$ cat config.mk
export PLATFORM = sky130hd
export DESIGN_NAME = seq_det_prog
export DESIGN_NICKNAME = d
export VERILOG_FILES = /design/src/rtl/seq_det_pkg.sv /design/src/rtl/seq_det_cmp.sv /design/src/rtl/seq_det_prog.sv
export SDC_FILE = /design/constraint.sdc
export NUM_CORES = 1
export LEC_CHECK = 0
export BUFFER_PORTS_ARGS = -buffer_cell sky130_fd_sc_hd__buf_2
export CAP_MARGIN = 25
export CORE_MARGIN = 2
export CORE_UTILIZATION = 45
export DETAILED_ROUTE_END_ITERATION = 10
export PLACE_DENSITY = 0.66
export SYNTH_ARGS = -nofsm -noshare
export SYNTH_HDL_FRONTEND = slang
export SYNTH_HIERARCHICAL = 1
export SYNTH_SLANG_ARGS = --single-unit
export TNS_END_PERCENT = 100
$ cat constraint.sdc
create_clock -name clk -period 4.05 [get_ports clk]
set_input_delay 0.81 -clock clk [delete_from_list [all_inputs] [get_ports clk]]
set_output_delay 0.81 -clock clk [all_outputs]
set_load 0.02 [all_outputs]
$ cat src/rtl/seq_det_pkg.sv
// Shared types and helpers for the programmable serial sequence detector.
package seq_det_pkg;

  localparam int unsigned MAX_LEN_DEF = 8;
  localparam int unsigned LEN_W = $clog2(MAX_LEN_DEF + 1);

  // Debug view of the fill counter; EMPTY/FILLING/ARMED relative to the active length.
  typedef enum logic [1:0] {
    ST_EMPTY   = 2'd0,
    ST_FILLING = 2'd1,
    ST_ARMED   = 2'd2
  } fill_state_e;

  function automatic int unsigned clamp_len(input int unsigned len_in,
                                            input int unsigned max_len);
    return (len_in > max_len) ? max_len : len_in;
  endfunction

endpackage

$ cat src/rtl/seq_det_cmp.sv
// Masked comparator: hit when the low len bits of win equal those of pattern (never for len 0).
module seq_det_cmp #(
  parameter  int unsigned MAX_LEN = 8,
  localparam int unsigned LenW    = $clog2(MAX_LEN + 1)
) (
  input  logic [MAX_LEN-1:0] win_i,
  input  logic [MAX_LEN-1:0] pattern_i,
  input  logic [LenW-1:0]    len_i,
  output logic               hit_o
);

  logic [MAX_LEN-1:0] mask;

  always_comb begin
    mask = '0;
    for (int i = 0; i < int'(MAX_LEN); i++) begin
      mask[i] = (i < int'(len_i));
    end
    hit_o = (len_i != '0) && (((win_i ^ pattern_i) & mask) == '0);
  end

endmodule

$ cat src/rtl/seq_det_prog.sv
// Programmable Mealy sequence detector with valid strobe and overlap select.
// Define SEQ_DET_COUNT_EN to add the saturating match_cnt output.
module seq_det_prog
  import seq_det_pkg::*;
#(
  parameter  int unsigned        MAX_LEN     = 8,
  parameter  logic [MAX_LEN-1:0] DEF_PATTERN = MAX_LEN'(8'b0000_0001),
  parameter  int unsigned        DEF_LEN     = 4,
`ifdef SEQ_DET_COUNT_EN
  parameter  int unsigned        CNT_W       = 16,
`endif
  localparam int unsigned        LenW        = $clog2(MAX_LEN + 1)
) (
  input  logic               clk,
  input  logic               reset,
  input  logic               x,
  input  logic               x_valid,
  input  logic               overlap,
  input  logic               pat_load,
  input  logic [MAX_LEN-1:0] pat_in,
  input  logic [LenW-1:0]    len_in,
  output logic               z,
  output logic [LenW-1:0]    fill
`ifdef SEQ_DET_COUNT_EN
  ,
  output logic [CNT_W-1:0]   match_cnt
`endif
);

  localparam logic [LenW-1:0] DefLenClamped = LenW'(clamp_len(DEF_LEN, MAX_LEN));

  // The oldest history bit would only ever be shifted out, so MAX_LEN-1 bits suffice.
  logic [MAX_LEN-2:0] hist_q, hist_d;
  logic [LenW-1:0]    fill_q, fill_d, fill_next;
  logic [MAX_LEN-1:0] pattern_q, pattern_d;
  logic [LenW-1:0]    len_q, len_d;
  logic [MAX_LEN-1:0] win;
  logic               hit;
  fill_state_e        state;

  assign win  = {hist_q, x};
  assign fill = fill_q;

  seq_det_cmp #(
    .MAX_LEN (MAX_LEN)
  ) u_cmp (
    .win_i     (win),
    .pattern_i (pattern_q),
    .len_i     (len_q),
    .hit_o     (hit)
  );

  always_comb begin
    state = ST_FILLING;
    if (fill_q >= len_q) begin
      state = ST_ARMED;
    end else if (fill_q == '0) begin
      state = ST_EMPTY;
    end

    unique case (state)
      ST_EMPTY, ST_FILLING: fill_next = fill_q + LenW'(1);
      ST_ARMED:             fill_next = fill_q;
      default:              fill_next = fill_q;
    endcase

    z = x_valid & ~pat_load & hit & (fill_next >= len_q);

    hist_d    = hist_q;
    fill_d    = fill_q;
    pattern_d = pattern_q;
    len_d     = len_q;
    if (pat_load) begin
      pattern_d = pat_in;
      len_d     = LenW'(clamp_len(32'(len_in), MAX_LEN));
      hist_d    = '0;
      fill_d    = '0;
    end else if (x_valid) begin
      hist_d = win[MAX_LEN-2:0];
      // Non-overlapping mode demands len fresh bits before the next match.
      fill_d = (z && !overlap) ? '0 : fill_next;
    end
  end

  always_ff @(posedge clk or posedge reset) begin
    if (reset) begin
      hist_q    <= '0;
      fill_q    <= '0;
      pattern_q <= DEF_PATTERN;
      len_q     <= DefLenClamped;
    end else begin
      hist_q    <= hist_d;
      fill_q    <= fill_d;
      pattern_q <= pattern_d;
      len_q     <= len_d;
    end
  end

`ifdef SEQ_DET_COUNT_EN
  logic [CNT_W-1:0] cnt_q;

  always_ff @(posedge clk or posedge reset) begin
    if (reset) begin
      cnt_q <= '0;
    end else if (pat_load) begin
      cnt_q <= '0;
    end else if (z && (cnt_q != '1)) begin
      cnt_q <= cnt_q + CNT_W'(1);
    end
  end

  assign match_cnt = cnt_q;
`endif

endmodule
After elaboration in Yosys (flattened, before gate mapping)
Index checks and enable logic that the tools add are counted.
{"block": "word_totals", "reg_bits": 23, "input_bits": 18, "output_inout_bits": 5}
{"block": "classes", "addsub": 1, "magnitude_cmp": 11, "n_eq_ne": 1, "muxes": 9, "n_bitwise": 6, "n_reduce_logical": 9}
{"op": "2-to-1 mux 4 bit", "n": 5}
{"op": "less-than comparator 3 x 4 -> 1 bit, first input constant", "n": 4}
{"op": "2-to-1 mux 7 bit", "n": 2}
{"op": "AND 8 bit", "n": 1}
{"op": "greater-or-equal comparator 4 bit", "n": 2}
{"op": "zero test 8 bit", "n": 1}
{"op": "less-than comparator 1 x 4 -> 1 bit, first input constant", "n": 2}
{"op": "less-than comparator 2 x 4 -> 1 bit, first input constant", "n": 2}
{"op": "XOR 8 bit", "n": 1}
{"op": "adder 4 x 1 -> 4 bit, second input constant", "n": 1}
{"op": "> comparator 4 bit, second input constant", "n": 1}
{"op": "zero test 4 bit", "n": 1}
{"op": "nonzero test 4 bit", "n": 1}
{"op": "AND 1 bit", "n": 3}
{"op": "== test 2 x 1 -> 1 bit, second input constant", "n": 1}
{"op": "logical AND 1 bit", "n": 2}
{"op": "zero test 2 bit", "n": 1}
{"op": "2-to-1 mux 2 bit", "n": 1}
{"op": "nonzero test 2 bit", "n": 1}
{"op": "OR reduction 2 bit", "n": 1}
{"op": "zero test 1 bit", "n": 1}
{"op": "2-to-1 mux 1 bit", "n": 1}
{"op": "NOT 1 bit", "n": 1}

Longest topological paths before layout
Gate-level depths: netlist of the first run.
{"block": "depth", "depth_word": 12, "depth_mapped": 14, "mapped_depth_nobuf": 13}

Cells and area by module
The synthesis of the first run kept the hierarchy.
{"module": "seq_det_prog", "instances": 1, "cells_each": 108, "area_per_inst_um2": 1206.2, "seq_area_each_um2": 578.1}
{"module": "seq_det_cmp", "instances": 1, "cells_each": 22, "area_per_inst_um2": 156.4, "seq_area_each_um2": 0.0}

Worst setup path before layout of the first run
Ideal clock, no wire load.
{"block": "synth_path", "path_type": "reg-to-output", "start": "register fill_q[0] (netlist: fill[0])", "end": "output z", "arrival_ps": 2867, "setup_slack_ps": 373, "stages_incl_launch_ff": 13, "cell_sequence": "dfrtp_1 inv_1 ha_1 nand2b_4 a2111o_1 nand2_2 buf_6 mux2_1 ha_1 o211ai_1 o21ai_1 nand2_1 nor2_1"}
{"block": "synth_between", "elab_chain_len": 8}
{"item": "from (decl)", "line": "seq_det_prog.sv:34", "source": "logic [LenW-1:0] fill_q, fill_d, fill_next;"}
{"item": "from (signal assigned)", "line": "seq_det_prog.sv:93", "source": "fill_q <= fill_d;"}
{"item": "parallel branches: the longest is 5 deep, another holds greater-or-equal comparator 4 bit"}
{"item": "2-to-1 mux 4 bit *", "line": "seq_det_prog.sv:61", "source": "unique case (state)"}
{"item": "greater-or-equal comparator 4 bit *", "line": "seq_det_prog.sv:67", "source": "z = x_valid & ~pat_load & hit & (fill_next >= len_q);"}
{"item": "AND 1 bit *", "line": "seq_det_prog.sv:67"}
{"item": "to (decl)", "line": "seq_det_prog.sv:22", "source": "output logic z,"}
Every way passes the cells marked *.

Final worst setup path of the first run
Same ends and word-level chain as after synthesis.

==> metrics.md, run 1 <==
| Metric | Value |
|---|---|
| Status | `finished, final reports clean` |
| Hold Startpoint | `pattern_q[2]` |
| Initial core utilization | `0.486` |
| Most used routing layer | `met2` |
| Syn Area/Cell | `10.5 µm²` |
| Most common cell in the synthesized netlist | `dfrtp_1` |
| Comb pwr share | `0.387` |
| Overall routed net length | `2.64 mm` |
| Unique masters post-synth | `37` |
| Leakage power figure | `0.729 nW` |
| Peak supply drop | `164 µV` |
| Post-DR wirelength/cell | `14.5 µm` |
| DP HPWL | `2.07 mm` |
| Clk_skew | `0.00273 ns` |
| Post-route cell area | `1520 µm²` |
| N_diodes | `0` |
| Synth cell count leaders | `dfrtp_1 (21), nor2_1 (11), ha_1 (9), inv_1 (9)` |
| Worst Setup End Kind | `output port` |
| Ys Warns | `6` |
| Hold buffers post-CTS | `0` |
| I/O Buffers | `22` |
| First DRT Iteration DRCs | `24` |
| Net count after synthesis | `157` |
| Top cells by area, synth | `dfrtp_1 (39%), ha_1 (8.3%), mux2_2 (6.6%)` |
| Setup_tns | `0 ns` |
| Max-Cap Viols | `0` |
| Initial antenna violation count | `0` |
| Worst slack at placement | `0.391 ns` |
| Top_reg_cell synth | `dfrtp_1` |
| GPL Wtd Cong | `0.826` |
| Area delta synth->final | `11.6%` |
| Fmax | `259 MHz` |
| CTS Buf Count | `3` |
| RR Endpoint | `fill[0]` |
| Via count | `1,006` |
| Vias in the first global route | `1,028` |
| Min Tclk post-route | `3.86 ns` |
| Finished Layout Cells | `182` |
| Yosys top cell by area | `dfrtp_1` |
| CTS sink cnt | `23` |
| Die Wd | `59.0 µm` |
| First-pass GRT wire length | `4.57 mm` |
| Clock root buffer | `clkbuf_4` |
| Total global-route track usage | `0.175` |
| Async set-reset flop share out of synthesis | `1.00` |
| CP Launch Type | `flip-flop` |
| Switching share of power | `0.365` |
| # IOs | `23` |
| Post-synth EDFFs | `0` |
| Vias per inst | `5.53` |
| NetSw | `0.000234 W` |
| CTS H-Tree Depth | `1` |
| Cell Area, Placed | `1480 µm²` |
| Maximum fanout along the worst path | `11` |
| Mapped Area | `1360 µm²` |
| Period utilization | `0.952` |
| Row Count | `19` |
| Relative slew slack | `0.429` |
| Clock Tree Buf Depth | `2` |
| Hold path depth | `1` |
| Seq/Total Area, Yosys | `0.424` |
| #FFs+latches synth | `23` |
| M3 GR Usage | `0.0218` |
| CTS tree | `done` |
| Setup crit start | `fill[0]` |
| Die Footprint | `3480 µm²` |
| Final Hold Viols | `0` |
| Grt met1 use | `0.212` |
| Worst Hold Path EP | `pattern_q[2]` |
| Clk_lat worst skew | `0.30 ns` |
| Slew Viols, Final | `0` |
| Die Ht | `59.0 µm` |
| RSZ-0062 raised after global routing | `false` |
| Crit path arrival time | `3.05 ns` |
| Routed Antenna Nets | `0` |
| Worst Reg-to-Reg Cells | `12` |
| Power share of the clock group | `0.162` |
| Endpoints failing setup | `0` |
| Synthesized instance count | `130` |
| Clk slew on worst S/H paths | `0.12 ns` |
| Layout Nets | `179` |
| Int Power | `0.000407 W` |
| Share of cells above drive strength 1 | `0.298` |
| Postcts setup bufs | `0` |
| DRC | `0` |
| Reg2Reg Setup Slack | `0.93 ns` |
| Slew @ Worst Pin | `0.855 ns` |
| GR Util met2 | `0.303` |
| Cells after DPL | `178` |
| Crit path kind | `reg2out` |
| WP data required | `3.24 ns` |
| Sequential share of power | `0.451` |
| Placeable Area | `2810 µm²` |
| Top cell type's share of synthesized area | `0.386` |
| HP Class | `reg2reg` |
| Total gr overflow | `0` |
| Setup WS post-layout | `0.193 ns` |
| Largest net degree at the start of global routing | `26` |
| Crit Reg-Reg Startpoint | `fill[0]` |
| PwrDens | `421 nW/µm²` |
| Pre-antenna DRT Iters | `4` |
[registers in the layout, summed over array words and instances, names as in the netlist]
| name | count |
|---|---|
| pattern_q | 8 |
| hist_q | 7 |
| fill | 4 |
| len_q | 4 |
[worst max path at each step]
stage,end,cells after the start
3_3_place_gp,z,12
5_1_grt,z,12
3_5_place_dp,z,12
2_1_floorplan,z,12
6_report,z,12
4_1_cts,z,12
[placed cells by master (no fill, tap or decap), drive strengths merged, types with 2 or more instances in the layout]
| cell type | netlist | routed |
|---|---|---|
| a21oi | 3 | 3 |
| o22ai | 4 | 4 |
| nor3 | 2 | 2 |
| dfstp | 2 | 2 |
| clkbuf | 3 | 4 |
| mux2i | 7 | 7 |
| a31o | 2 | 2 |
| o21ai | 5 | 5 |
| dfrtp | 21 | 21 |
| nand2b | 2 | 2 |
| buf | 2 | 22 |
| ha | 9 | 9 |
| nand2 | 9 | 9 |
| a31oi | 7 | 7 |
| inv | 9 | 9 |
| xnor2 | 8 | 8 |
| nor2 | 11 | 11 |
| a21o | 2 | 2 |
| xor2 | 3 | 3 |
| mux2 | 9 | 9 |
[cell families after synthesis]
family / Yosys count / synth area share
AO/OA/AOI/OAI: 27 / 0.143
XOR/XNOR: 11 / 0.0707
adder cells (fa/ha/maj): 9 / 0.0826
buffers and inverters: 14 / 0.0450
flip-flops: 23 / 0.424
multiplexers: 16 / 0.126
AND/OR/NAND/NOR: 30 / 0.108
[critical path, cell delays in order (launching register included)]
cell	delay, ns
dfrtp_2	0.45
inv_1	0.06
ha_1	0.28
nand2b_4	0.13
a2111o_1	0.45
nand2_4	0.14
mux2_1	0.33
ha_1	0.27
o211ai_1	0.09
o21ai_2	0.18
nand2_1	0.08
nor2_1	0.11
buf_2	0.17
[stage by stage]
| step | hold slack, ns | util | power, W |
|---|---|---|---|
| 6_report | 0.548 | 0.542 | 0.000641 |
| 5_1_grt | 0.576 | 0.542 | 0.000692 |
| 4_1_cts | 0.552 | 0.538 | 0.000641 |
| 3_5_place_dp | 0.522 | 0.529 | 0.000532 |
| 3_3_place_gp | 0.514 | 0.529 | 0.000522 |
| 2_1_floorplan | 0.501 | - | 0.000483 |
[layout make-up]
cell class	instances	area [µm²]
fillers	268	1280
multi-input cells	93	732
flip-flops and latches	23	579
repair buffers	22	110
well taps	31	38.8
inverters	9	33.8
clock buffers	4	26.3
[metal layers]
layer,up-vias,share of wire,routed length [µm]
met5,-,0,0
met4,0,0.016,43
met3,6,0.020,52
met2,12,0.52,1370
met1,488,0.44,1170
li1,500,-,-
[power by group through the flow]
| stage | Sequential, W | Clock [W] | Combinational, W |
|---|---|---|---|
| 5_1_grt | 0.000293 | 0.000116 | 0.000282 |
| 2_1_floorplan | 0.000298 | 0 | 0.000185 |
| 3_3_place_gp | 0.000290 | 0 | 0.000232 |
| 6_report | 0.000289 | 0.000104 | 0.000248 |
| 3_5_place_dp | 0.000292 | 0 | 0.000240 |
| 4_1_cts | 0.000288 | 0.000111 | 0.000242 |
[timing repair]
item / in CTS / in global routing
endpoints found under the hold margin: 0 / 0
setup endpoints to repair: 0 / 1
gates resized for setup: 0 / 3
No activity file was read; power rests on OpenSTA's default activity.
==> run 2: changes to the inputs <==
CAP_MARGIN = 20   (was 25)
PLACE_DENSITY = 0.77   (was 0.66)
==> run 2 against run 1 <==
  * Register-to-register slack better by 0.04 ns
  * Non-clock buffer count is 1 higher
  * Maximum frequency up 0.16%
  * Count of clock-buffer cells in the layout decreased by 1
  * Critical path depth unchanged
  * Wire length rose by 1.9%
  * Total power is 3.4% higher
  * Worst setup slack better by 0.0062 ns
  * Flip-flop and latch count did not move
==> metrics.md, run 2 (synthesized netlist as in run 1, its figures left out) <==
| Metric | Value |
|---|---|
| Endpoints failing setup | `0 (unchanged)` |
| Overall routed net length | `2.69 mm (was 2.64 mm)` |
| Register area | `579 µm² (unchanged)` |
| WP data required | `3.24 ns (about the same)` |
| Most frequent cells in the layout | `buf_2 (21), dfrtp_1 (20), nor2_1 (11), inv_1 (9), ha_1 (9) (was buf_2 (22), dfrtp_1 (20), nor2_1 (11), inv_1 (9), ha_1 (9))` |
| Routed Antenna Nets | `0 (unchanged)` |
| Most flops, register | `pattern_q (unchanged)` |
| Vias in the first global route | `1,042 (was 1,028)` |
| Slew Viols, Final | `0 (unchanged)` |
| Leakage power figure | `0.733 nW (was 0.729 nW)` |
| Worst Setup End Kind | `output port (unchanged)` |
| First DRT Iteration DRCs | `36 (was 24)` |
| Cells after DPL | `178 (unchanged)` |
| Die Wd | `59.0 µm (unchanged)` |
| Worst slack at placement | `0.357 ns (was 0.391 ns)` |
| Maximum fanout along the worst path | `7 (was 11)` |
| Finished Layout Cells | `183 (was 182)` |
| Max-Cap Viols | `0 (unchanged)` |
| GPL Wtd Cong | `0.853 (was 0.826)` |
| Post-route core utilization | `0.547 (was 0.542)` |
| Row Count | `19 (unchanged)` |
| Clock Tree Buf Depth | `2 (unchanged)` |
| Hold buffers post-CTS | `0 (unchanged)` |
| Vias per inst | `5.52 (was 5.53)` |
| Crit path arrival time | `3.04 ns (was 3.05 ns)` |
| Peak supply drop | `216 µV (was 164 µV)` |
| Total global-route track usage | `0.179 (was 0.175)` |
| Crit path kind | `reg2out (unchanged)` |
| PwrDens | `432 nW/µm² (was 421 nW/µm²)` |
| Initial antenna violation count | `0 (unchanged)` |
| Die Ht | `59.0 µm (unchanged)` |
| DP HPWL | `2.03 mm (was 2.07 mm)` |
| Post-route cell area | `1530 µm² (was 1520 µm²)` |
| Setup WS post-layout | `0.199 ns (was 0.193 ns)` |
| Area delta synth->final | `12.6% (was 11.6%)` |
| Initial core utilization | `0.486 (unchanged)` |
| I/O Buffers | `22 (unchanged)` |
| Clk_lat worst skew | `0.32 ns (was 0.30 ns)` |
| Clk slew on worst S/H paths | `0.13 ns (was 0.12 ns)` |
| Fmax | `260 MHz (was 259 MHz)` |
| CTS tree | `done (unchanged)` |
| Share of cells above drive strength 1 | `0.309 (was 0.298)` |
| CP Launch Type | `flip-flop (unchanged)` |
| Commonest non-fill, non-tap cell in the layout | `buf_2 (unchanged)` |
| Largest net degree at the start of global routing | `26 (unchanged)` |
| Clk_skew | `0.00394 ns (was 0.00273 ns)` |
| N_diodes | `0 (unchanged)` |
| Top flop regs | `pattern_q: 8 flops, hist_q: 7 flops (unchanged)` |
| Die Footprint | `3480 µm² (unchanged)` |
| Min Tclk post-route | `3.85 ns (was 3.86 ns)` |
| # IOs | `23 (unchanged)` |
| CTS sink cnt | `23 (unchanged)` |
| Period utilization | `0.951 (was 0.952)` |
| Post-DR wirelength/cell | `14.7 µm (was 14.5 µm)` |
| Tot Pwr | `0.000662 W (was 0.000641 W)` |
| Placeable Area | `2810 µm² (unchanged)` |
| Layout Nets | `180 (was 179)` |
| CTS Buf Count | `3 (unchanged)` |
| Slew @ Worst Pin | `0.862 ns (was 0.855 ns)` |
| DRC | `0 (unchanged)` |
| Relative slew slack | `0.425 (was 0.429)` |
| Final Hold Viols | `0 (unchanged)` |
| # fillers | `263 (was 268)` |
| Pre-antenna DRT Iters | `4 (unchanged)` |
| Max reg flops | `8 (unchanged)` |
| First-pass GRT wire length | `4.63 mm (was 4.57 mm)` |
| Total gr overflow | `0 (unchanged)` |
| HP Class | `reg2reg (unchanged)` |
| Status | `finished, final reports clean (unchanged)` |
| Via count | `1,011 (was 1,006)` |
| CTS H-Tree Depth | `1 (unchanged)` |
| Clock root buffer | `clkbuf_4 (unchanged)` |
| Cell Area, Placed | `1480 µm² (unchanged)` |
| Area of the multi-input gates | `732 µm² (unchanged)` |
-- run 2: changes by cell type in the layout (fill, tap and decap cells not counted), sizes merged --
| cell | change |
|---|---|
| clkbuf | -1 |
| buf | +1 |
| clkinvlp | +1 |
-- run 2: worst max-delay path, stage by stage (launching register included) --
cell      delay [ns]
dfrtp_2         0.45
inv_1           0.06
ha_1            0.29
nand2b_4        0.14
a2111o_1        0.41
nand2_4         0.11
mux2_1          0.34
ha_1            0.28
o211ai_1        0.09
o21ai_2         0.20
nand2_1         0.08
nor2_1          0.12
buf_4           0.15
-- run 2: path summary, 6_finish.rpt --
path,from,to,slack (ns),depth (start not counted)
hold / removal,pattern_q[7],pattern_q[7],0.56,1
max in group asynchronous,reset,fill[0],2.83,2
min in group asynchronous,reset,fill[3],0.64,2
setup / recovery,fill[0],z,0.20,12
setup reg to reg,fill[0],fill[0],0.97,12
hold reg to reg,pattern_q[7],pattern_q[7],0.56,1
-- run 2: report_power, final --
group	internal, W	switching [W]	leakage, nW	total [W]
Combinational	0.000122	0.000140	0.429	0.000263
Sequential	0.000256	0.0000334	0.290	0.000289
Clock	0.0000377	0.0000728	0.0139	0.000111
Total	0.000416	0.000247	0.733	0.000662
-- run 2: stage by stage --
step | hold slack, ns | setup TNS [ns]
2_1_floorplan | 0.501 | 0
3_3_place_gp | 0.514 | 0
3_5_place_dp | 0.528 | 0
4_1_cts | 0.565 | 0
5_1_grt | 0.582 | -0.00745
6_report | 0.557 | 0
-- run 2: layout make-up --
| type | instances | share of cell area |
|---|---|---|
| multi-input cells | 93 | 0.477 |
| flip-flops and latches | 23 | 0.378 |
| clock inverters | 1 | 0.00489 |
| clock buffers | 3 | 0.0147 |
| well taps | 31 | 0.0253 |
| inverters | 9 | 0.0220 |
| repair buffers | 23 | 0.0783 |
-- run 2: what timing repair did --
| action | in CTS | in global routing |
|---|---|---|
| gates resized for setup | 1 | 3 |
| setup endpoints to repair | 1 | 1 |
| pin swaps | 0 | 2 |
| buffers inserted | 0 | 1 |
-- run 2: layer usage --
| layer | vias to the layer above | track usage | part of all wire |
|---|---|---|---|
| met5 | - | 0 | 0 |
| met4 | 0 | 0.0682 | 0.0052 |
| met3 | 2 | 0.0262 | 0.024 |
| met2 | 15 | 0.330 | 0.54 |
| met1 | 492 | 0.208 | 0.43 |
| li1 | 502 | - | - |
==> run 3: changes to the inputs <==
BUFFER_PORTS_ARGS = default   (was -buffer_cell sky130_fd_sc_hd__buf_2)
DONT_BUFFER_PORTS = 1   (was default)
PLACE_DENSITY = default   (was 0.77)
PLACE_DENSITY_LB_ADDON = 0.12   (was default)
==> run 3 against run 2 <==
  * Wire length shrank 7.7%
  * Clock skew grew 0.0047 ns
  * Sequential power shrank 2%
  * Die area is the same
  * Critical path depth shrank 2
  * Hold slack lost 0.0097 ns
  * Global-route usage shrank 1.6 points
  * Flip-flop and latch count is the same
  * Via count shrank 8.7%
  * Critical path type unchanged
  * Critical endpoint unchanged
  * Largest power group unchanged
  * Highest routed layer unchanged
==> metrics.md, run 3 (synthesized netlist as in run 1, its figures left out) <==
| Metric | Value |
|---|---|
| Commonest non-fill, non-tap cell in the layout | `dfrtp_1 (was buf_2)` |
| Status | `finished, final reports clean (unchanged)` |
| NetSw | `0.000222 W (was 0.000247 W)` |
| Fmax | `261 MHz (was 260 MHz)` |
| DP HPWL | `1.92 mm (was 2.03 mm)` |
| # IOs | `23 (unchanged)` |
| Post-DR wirelength/cell | `15.3 µm (was 14.7 µm)` |
| Sequential share of power | `0.455 (was 0.437)` |
| Vias per inst | `5.70 (was 5.52)` |
| DRC | `0 (unchanged)` |
| Placeable Area | `2810 µm² (unchanged)` |
| Crit path arrival time | `3.02 ns (was 3.04 ns)` |
| Hold buffers post-CTS | `0 (unchanged)` |
| N_diodes | `0 (unchanged)` |
| RSZ-0062 raised after global routing | `false` |
| Clock root buffer | `clkbuf_4 (unchanged)` |
| # fillers | `268 (was 263)` |
| Vias in the first global route | `975 (was 1,042)` |
| Initial core utilization | `0.486 (unchanged)` |
| Die Footprint | `3480 µm² (unchanged)` |
| Endpoints failing setup | `0 (unchanged)` |
| I/O Buffers | `0 (was 22)` |
| Cell Area, Placed | `1390 µm² (was 1480 µm²)` |
| CTS Buf Count | `3 (unchanged)` |
| Die Wd | `59.0 µm (unchanged)` |
| First DRT Iteration DRCs | `21 (was 36)` |
| CTS sink cnt | `23 (unchanged)` |
| Clk slew on worst S/H paths | `0.13 ns (about the same)` |
| Leakage power figure | `0.644 nW (was 0.733 nW)` |
| CTS H-Tree Depth | `1 (unchanged)` |
| Maximum fanout along the worst path | `11 (was 7)` |
| Min Tclk post-route | `3.83 ns (was 3.85 ns)` |
| First-pass GRT wire length | `4.37 mm (was 4.63 mm)` |
| Most flops, register | `pattern_q (unchanged)` |
| Final Hold Viols | `0 (unchanged)` |
| Max-Cap Viols | `0 (unchanged)` |
| Clk_skew | `0.00863 ns (was 0.00394 ns)` |
| Slew @ Worst Pin | `0.855 ns (was 0.862 ns)` |
| GPL Wtd Cong | `0.747 (was 0.853)` |
| CTS tree | `done (unchanged)` |
| Peak supply drop | `177 µV (was 216 µV)` |
| Die Ht | `59.0 µm (unchanged)` |
| Top flop regs | `pattern_q: 8 flops, hist_q: 7 flops (unchanged)` |
| Largest net degree at the start of global routing | `26 (unchanged)` |
| Pre-antenna DRT Iters | `4 (unchanged)` |
| Most frequent cells in the layout | `dfrtp_1 (21), nor2_1 (10), inv_1 (9), ha_1 (9) (was buf_2 (21), dfrtp_1 (20), nor2_1 (11), inv_1 (9), ha_1 (9))` |
| Layout Nets | `159 (was 180)` |
| Routed Antenna Nets | `0 (unchanged)` |
| Met3 Wirelength | `108 µm (was 64 µm)` |
| Max reg flops | `8 (unchanged)` |
| Power share of the clock group | `0.168 (was 0.167)` |
| Slew Viols, Final | `0 (unchanged)` |
| Cells after DPL | `158 (was 178)` |
| Share of cells above drive strength 1 | `0.191 (was 0.309)` |
| Int Power | `0.000400 W (was 0.000416 W)` |
| Setup_tns | `0 ns (unchanged)` |
| Area delta synth->final | `4.68% (was 12.6%)` |
| Finished Layout Cells | `162 (was 183)` |
| Worst Setup End Kind | `output port (unchanged)` |
| Setup WS post-layout | `0.219 ns (was 0.199 ns)` |
| Crit path kind | `reg2out (unchanged)` |
| Period utilization | `0.946 (was 0.951)` |
| Relative slew slack | `0.429 (was 0.425)` |
| Post-route cell area | `1430 µm² (was 1530 µm²)` |
| Top Layer Used | `met4 (unchanged)` |
| Initial antenna violation count | `0 (unchanged)` |
| Final hold slack | `0.548 ns (was 0.557 ns)` |
| CP Launch Type | `flip-flop (unchanged)` |
| Total gr overflow | `0 (unchanged)` |
| Clock Tree Buf Depth | `2 (unchanged)` |
| HP Class | `in2async (was reg2reg)` |
| Total global-route track usage | `0.163 (was 0.179)` |
| Met1 WL | `1.16 mm (was 1.17 mm)` |
| Via count | `923 (was 1,011)` |
| Worst slack at placement | `0.402 ns (was 0.357 ns)` |
| Row Count | `19 (unchanged)` |
| Clk_lat worst skew | `0.31 ns (was 0.32 ns)` |
| Overall routed net length | `2.48 mm (was 2.69 mm)` |
| Comb pwr share | `0.377 (was 0.397)` |
| WP data required | `3.24 ns (about the same)` |
| Switching share of power | `0.357 (was 0.372)` |
| PwrDens | `436 nW/µm² (was 432 nW/µm²)` |
| Met2 Routed Length | `1.19 mm (was 1.44 mm)` |
==> run 3: cell types whose count changed in the layout (fill, tap and decap cells not counted), sizes merged <==
cell,change
buf,-21
clkbuf,+1
clkinvlp,-1
==> run 3: area by class of cell <==
type / count / area, µm² / area share
Sequential cell: 23 / 578 / 0.405
Inverter: 9 / 33.8 / 0.0237
Clock buffer: 4 / 26.3 / 0.0184
Multi-Input combinational cell: 93 / 734 / 0.515
Timing Repair Buffer: 2 / 15.0 / 0.0105
Tap cell: 31 / 38.8 / 0.0272
==> run 3: worst paths after layout <==
path | start | slack, ns | depth (start not counted) | to
setup / recovery | len_q[0] | 0.22 | 10 | z
hold / removal | reset | 0.55 | 1 | fill[3]
setup reg to reg | len_q[0] | 0.94 | 11 | fill[0]
hold reg to reg | pattern_q[3] | 0.55 | 1 | pattern_q[3]
max in group asynchronous | reset | 2.97 | 1 | pattern_q[2]
min in group clk | pattern_q[3] | 0.55 | 1 | pattern_q[3]
==> run 3: per-stage QoR <==
step,power [W],util
after floorplan,0.000483,-
after global placement,0.000516,0.495
after detailed placement,0.000517,0.495
after CTS,0.000628,0.504
after global routing,0.000673,0.508
final,0.000622,0.508
==> run 3: metal layers <==
layer / up-vias / global-route usage
li1: 463 / -
met1: 436 / 0.211
met2: 20 / 0.270
met3: 4 / 0.0371
met4: 0 / 0.0552
met5: - / 0
==> run 3: timing repair <==
action | CTS | global route
gates resized for setup | 0 | 3
buffers inserted | 0 | 0
endpoints found under the setup margin | 0 | 1
==> run 3: power by group through the flow <==
stage	Combinational [W]	Sequential, W	Clock [W]
final	0.000235	0.000283	0.000105
after global routing	0.000265	0.000286	0.000122
after CTS	0.000232	0.000283	0.000112
after detailed placement	0.000230	0.000288	0
after global placement	0.000228	0.000287	0
after floorplan	0.000185	0.000298	0
==> run 3: critical path: stages (launching register included) <==
cell and delay [ns]:
dfrtp_1 0.46, ha_1 0.29, nand2b_4 0.13, a2111o_1 0.43
nand2_2 0.20, mux2_1 0.35, ha_1 0.27, o211ai_1 0.09
o21ai_2 0.19, nand2_1 0.12, nor2_4 0.19
